===== src/rtl/bcd_updown_counter.sv =====
`default_nettype none
// =============================================================================
// bcd_updown_counter : DIGITS-wide BCD up/down counter with parallel load,
//                      terminal count, wrap/load-error pulses and 7-seg decode.
// Revision: 1.0
// =============================================================================
module bcd_updown_counter #(
  parameter int DIGITS = 2
) (
  input  logic                  Clk,
  input  logic                  Clr,
  input  logic                  En,
  input  logic                  Up,
  input  logic                  Load,
  input  logic [4*DIGITS-1:0]   LoadVal,
  output logic [4*DIGITS-1:0]   Count,
  output logic [7*DIGITS-1:0]   HEX,
  output logic                  Tc,
  output logic                  Wrap,
  output logic                  LoadErr
);

  localparam logic [6:0] c_seg_zero  = 7'h40;
  localparam logic [6:0] c_seg_blank = 7'h7F;

  logic [4*DIGITS-1:0] count_q, count_d;
  logic [4*DIGITS-1:0] step_val;
  logic [7*DIGITS-1:0] hex_q, hex_d;
  logic                wrap_q, wrap_d;
  logic                lerr_q, lerr_d;
  logic                all9, all0, load_ok;

  function automatic logic [6:0] seg_decode(input logic [3:0] bcd);
    case (bcd)
      4'd0:    return c_seg_zero;
      4'd1:    return 7'h79;
      4'd2:    return 7'h24;
      4'd3:    return 7'h30;
      4'd4:    return 7'h19;
      4'd5:    return 7'h12;
      4'd6:    return 7'h02;
      4'd7:    return 7'h78;
      4'd8:    return 7'h00;
      4'd9:    return 7'h10;
      default: return c_seg_blank;
    endcase
  endfunction

  // Ripple step: all9/all0 hold "every lower digit is 9/0" while walking up
  // the digits, and end up describing the whole count after the loop.
  always_comb begin : step_logic
    logic [3:0] dig;
    dig      = 4'd0;
    step_val = count_q;
    all9     = 1'b1;
    all0     = 1'b1;
    load_ok  = 1'b1;
    for (int k = 0; k < DIGITS; k++) begin
      dig = count_q[4*k +: 4];
      if (Up) begin
        if (all9) begin
          step_val[4*k +: 4] = (dig >= 4'd9) ? 4'd0 : dig + 4'd1;
        end
      end else if (all0) begin
        step_val[4*k +: 4] = (dig == 4'd0) ? 4'd9 : dig - 4'd1;
      end
      all9    = all9 & (dig == 4'd9);
      all0    = all0 & (dig == 4'd0);
      load_ok = load_ok & (LoadVal[4*k +: 4] <= 4'd9);
    end
  end

  assign Tc = En & ~Load & ~Clr & ((Up & all9) | (~Up & all0));

  always_comb begin : next_state
    count_d = count_q;
    wrap_d  = 1'b0;
    lerr_d  = 1'b0;
    if (Load) begin
      if (load_ok) begin
        count_d = LoadVal;
      end else begin
        lerr_d = 1'b1;
      end
    end else if (En) begin
      count_d = step_val;
      wrap_d  = Up ? all9 : all0;
    end
  end

  generate
    for (genvar k = 0; k < DIGITS; k++) begin : g_digit
      assign hex_d[7*k +: 7] = seg_decode(count_q[4*k +: 4]);
    end
  endgenerate

  always_ff @(posedge Clk) begin
    if (Clr) begin
      count_q <= '0;
      hex_q   <= {DIGITS{c_seg_zero}};
      wrap_q  <= 1'b0;
      lerr_q  <= 1'b0;
    end else begin
      count_q <= count_d;
      hex_q   <= hex_d;
      wrap_q  <= wrap_d;
      lerr_q  <= lerr_d;
    end
  end

  assign Count   = count_q;
  assign HEX     = hex_q;
  assign Wrap    = wrap_q;
  assign LoadErr = lerr_q;

endmodule
`default_nettype wire


===== config.mk =====
export PLATFORM = sky130hd
export DESIGN_NAME = bcd_updown_counter
export DESIGN_NICKNAME = d
export VERILOG_FILES = /design/src/rtl/bcd_updown_counter.sv
export SDC_FILE = /design/constraint.sdc
export NUM_CORES = 1
export LEC_CHECK = 0
export CAP_MARGIN = 20
export CORE_MARGIN = 2
export CORE_UTILIZATION = 56
export CTS_CLUSTER_DIAMETER = 200
export DETAILED_ROUTE_END_ITERATION = 7
export DONT_BUFFER_PORTS = 1
export PLACE_DENSITY = 0.74
export SLEW_MARGIN = 30
export SYNTH_ARGS = -nofsm -noshare
export SYNTH_HDL_FRONTEND = slang
export SYNTH_SLANG_ARGS = --single-unit
export TNS_END_PERCENT = 10

===== constraint.sdc =====
create_clock -name Clk -period 1.84 [get_ports Clk]
set_input_delay 0.276 -clock Clk [delete_from_list [all_inputs] [get_ports Clk]]
set_output_delay 0.276 -clock Clk [all_outputs]
set_load 0.03 [all_outputs]

==> run metrics <==
R2R depth 6; Synth top area share 0.325; CTS tree built; initial antenna violation count 0; Final GP Congestion 0.946; placed insts 211; core area 2500 µm²; register share of total power 0.469; max cap viols 0; Combinational Power Share 0.338; die outline area 3070 µm²; WL/cell 16.8 µm; Final nets 216; CTS clk-pin slew, worst paths 130 ps; crit end category output port; top fanout value on the critical path 2; area of the mapped netlist 1480 µm²; clock share of power 0.194; status complete, but fails checks; later-pin clock latency in the skew report 320 ps; syn avg cell area 8.04 µm²; Final Total Pwr 1.49 mW; vias in the first global route 1243; gr usage total 0.244; Synthesized Nets 208; first-pass GRT wire length 6.07 mm; sequential area share after synthesis 0.325; site row count 18; Worst Hold Depth 1; CTS Root Cell clkbuf_4; Final Skew 2.70 ps; Cells after Synth 184; Critical Path RT 1560 ps; DRT Pass-1 Iters 5; sw frac 0.383; setup ws final -153 ps; Synth area leaders dfxtp_1 32%, ha_1 9.3%, a21oi_1 6.4%, o21ai_0 4.4%, nand2_1 3.8%; Num CTS Buffers 3; grt total ovfl 0; Hold Fails Final Rpt 0; part of the cycle the worst path needs 1.08; drt initial violations 83; DIE HEIGHT 55.4 µm; Max clock buf depth 2; Netlist cell types 47; final critical path time including I/O delays and setup 1990 ps; share of layout cells above drive strength 1 0.230; worst reg2reg setup slack -20 ps; Worst Max-Slew Pin Slew 387 ps; Via density 6.52; Syn. warnings 0; # DRC 0; Hold Startpoint Clr; Hold EP HEX[8]; H-tree levels 1; DIE WIDTH 55.4 µm; Post-DP HPWL 2.57 mm; largest area contributor in the netlist dfxtp_1; Synth Register Bits 24; starting density of the core 0.592; number of synthesized flops with an enable pin 0; RSZ-0062 raised after global routing yes; R2R Path End Count[6]; Inserted Diodes 0; Final Max Tran Viols 0; violated checks negative setup slack; WS Path Type flip-flop to output port; Lkg Pwr 0.643 nW; fill count 222; PortBufs 0; Routed Antenna Nets 0; Hold Path Class primary input to flip-flop; largest net degree at the start of global routing 19; pwr/cell area 868 nW/µm²; routed vias 1441; CP arrival 1720 ps; net switching power 0.568 mW; worst relative slew slack 0.742; Achievable Freq 0.502 GHz; Post-synth ARST share 0; most used flip-flop cell after synthesis dfxtp_1; final non-filler cell total 221; worst r2r src Count[5]; internal power 0.917 mW; DRT Wirelength 3.72 mm; I/O pins 38; Max IR drop VDD 0.622 mV; Area Growth Syn to Fin 15.6%; Final Setup Violations 2; CTS Sinks 24; crit path launch type flip-flop
[cell usage after synthesis (2+ instances only)]
library cell,number
inv_1,11
o41ai_1,2
o21a_1,2
o221ai_1,2
nor3b_1,4
a311oi_1,2
mux2_2,2
nand2b_1,5
o21ai_0,13
o31ai_1,2
clkbuf_1,11
a31oi_1,4
nor3_1,2
nand2_1,15
o211ai_1,4
a211oi_1,2
nor4_1,3
nor2_1,13
dfxtp_1,24
buf_2,3
ha_1,11
nand3_1,4
a21oi_1,19
[power groups by stage]
stage / sequential, mW / combinational, mW / clock [mW]
global route: 0.704 / 0.548 / 0.302
CTS: 0.696 / 0.481 / 0.286
floorplan: 0.734 / 0.346 / 0
finish: 0.696 / 0.502 / 0.288
detailed placement: 0.708 / 0.455 / 0
global placement: 0.706 / 0.447 / 0
[layout by cell type, fill, tap and decap left out, types with 2 or more instances in the layout]
cell and count:
o21ai_0 13, o211ai_1 4, dfxtp_2 4, mux2_2 2
o31ai_1 2, nor2_1 13, nor4_1 2, o221ai_1 2
inv_2 3, nand2_1 15, o41ai_1 2, ha_2 2
dfxtp_1 18, clkbuf_4 3, a31oi_1 4, nor3_1 2
nor3b_1 2, dfxtp_4 2, a21oi_1 18, dlygate4sd3_1 3
o21a_1 2, buf_4 14, nand3_1 4, a211oi_1 2
ha_1 8, nand2b_1 5, inv_1 8
[repair_timing]
action | in CTS | in global routing
resized for setup | 5 | 3
hold endpoints to repair | 4 | 4
setup buffers | 3 | 0
pin swaps | 2 | 2
hold buffers | 2 | 1
endpoints found under the setup margin | 2 | 5
gates cloned | 0 | 0
[final cells by class]
cell class	instances	area, µm²	area share
Sequential cell	24	493	0.288
Clock buffer	4	36.3	0.0212
Tap cell	30	37.5	0.0219
Multi-Input combinational cell	135	968	0.566
Inverter	11	41.3	0.0241
Timing Repair Buffer	17	135	0.0789
[per-stage QoR]
step                setup TNS (ps)   util  setup WS [ps]  area, µm²  hold slack [ps]
global route                  -435  0.685           -266       1710            0.956
global placement                 0  0.638           89.5       1590              347
finish                        -171  0.685           -153       1710             2.25
detailed placement               0  0.638           2.17       1590              346
floorplan                     -114      -          -60.8       1560              441
CTS                           -156  0.675           -156       1690            0.751
[how the worst max path moves through the flow]
| stage | depth (start not counted) | endpoint | startpoint |
|---|---|---|---|
| after global placement | 6 | Count[6] | Count[4] |
| final | 7 | Tc | Count[1] |
| after global routing | 7 | Tc | Count[1] |
| after CTS | 7 | Tc | Count[1] |
| after detailed placement | 6 | Count[6] | Count[4] |
| after floorplan | 7 | Tc | Count[0] |
[metal layers]
metal,part of all wire,up-vias,routed length [µm],GRT usage
met5,0,-,0,0
met4,0.015,0,57,0.0871
met3,0.10,10,390,0.0468
met2,0.41,86,1530,0.349
met1,0.47,653,1740,0.364
li1,-,692,-,-
[worst max-delay path: stages, from the launching register on]
cell	delay, ps
dfxtp_4	370
inv_2	70
ha_4	140
nor3b_4	180
and4bb_2	260
a21oi_2	50
nor4_4	130
buf_4	190
[cell families (layout without fill, tap and decap cells)]
logic type / after synthesis / in the layout / synth area share
xor+xnor: 1 / 1 / 0.00592
compound gates: 68 / 68 / 0.309
buf+inv: 25 / 32 / 0.0659
flops: 24 / 24 / 0.325
fa+ha+maj: 11 / 11 / 0.0930
simple gates: 53 / 53 / 0.186
mux: 2 / 2 / 0.0152
[sequential cells by signal, indices dropped and copies added, names as in the netlist]
| register | flops |
|---|---|
| LoadErr | 1 |
| Count | 8 |
| HEX | 14 |
| Wrap | 1 |
No activity file was read; power rests on OpenSTA's default activity.
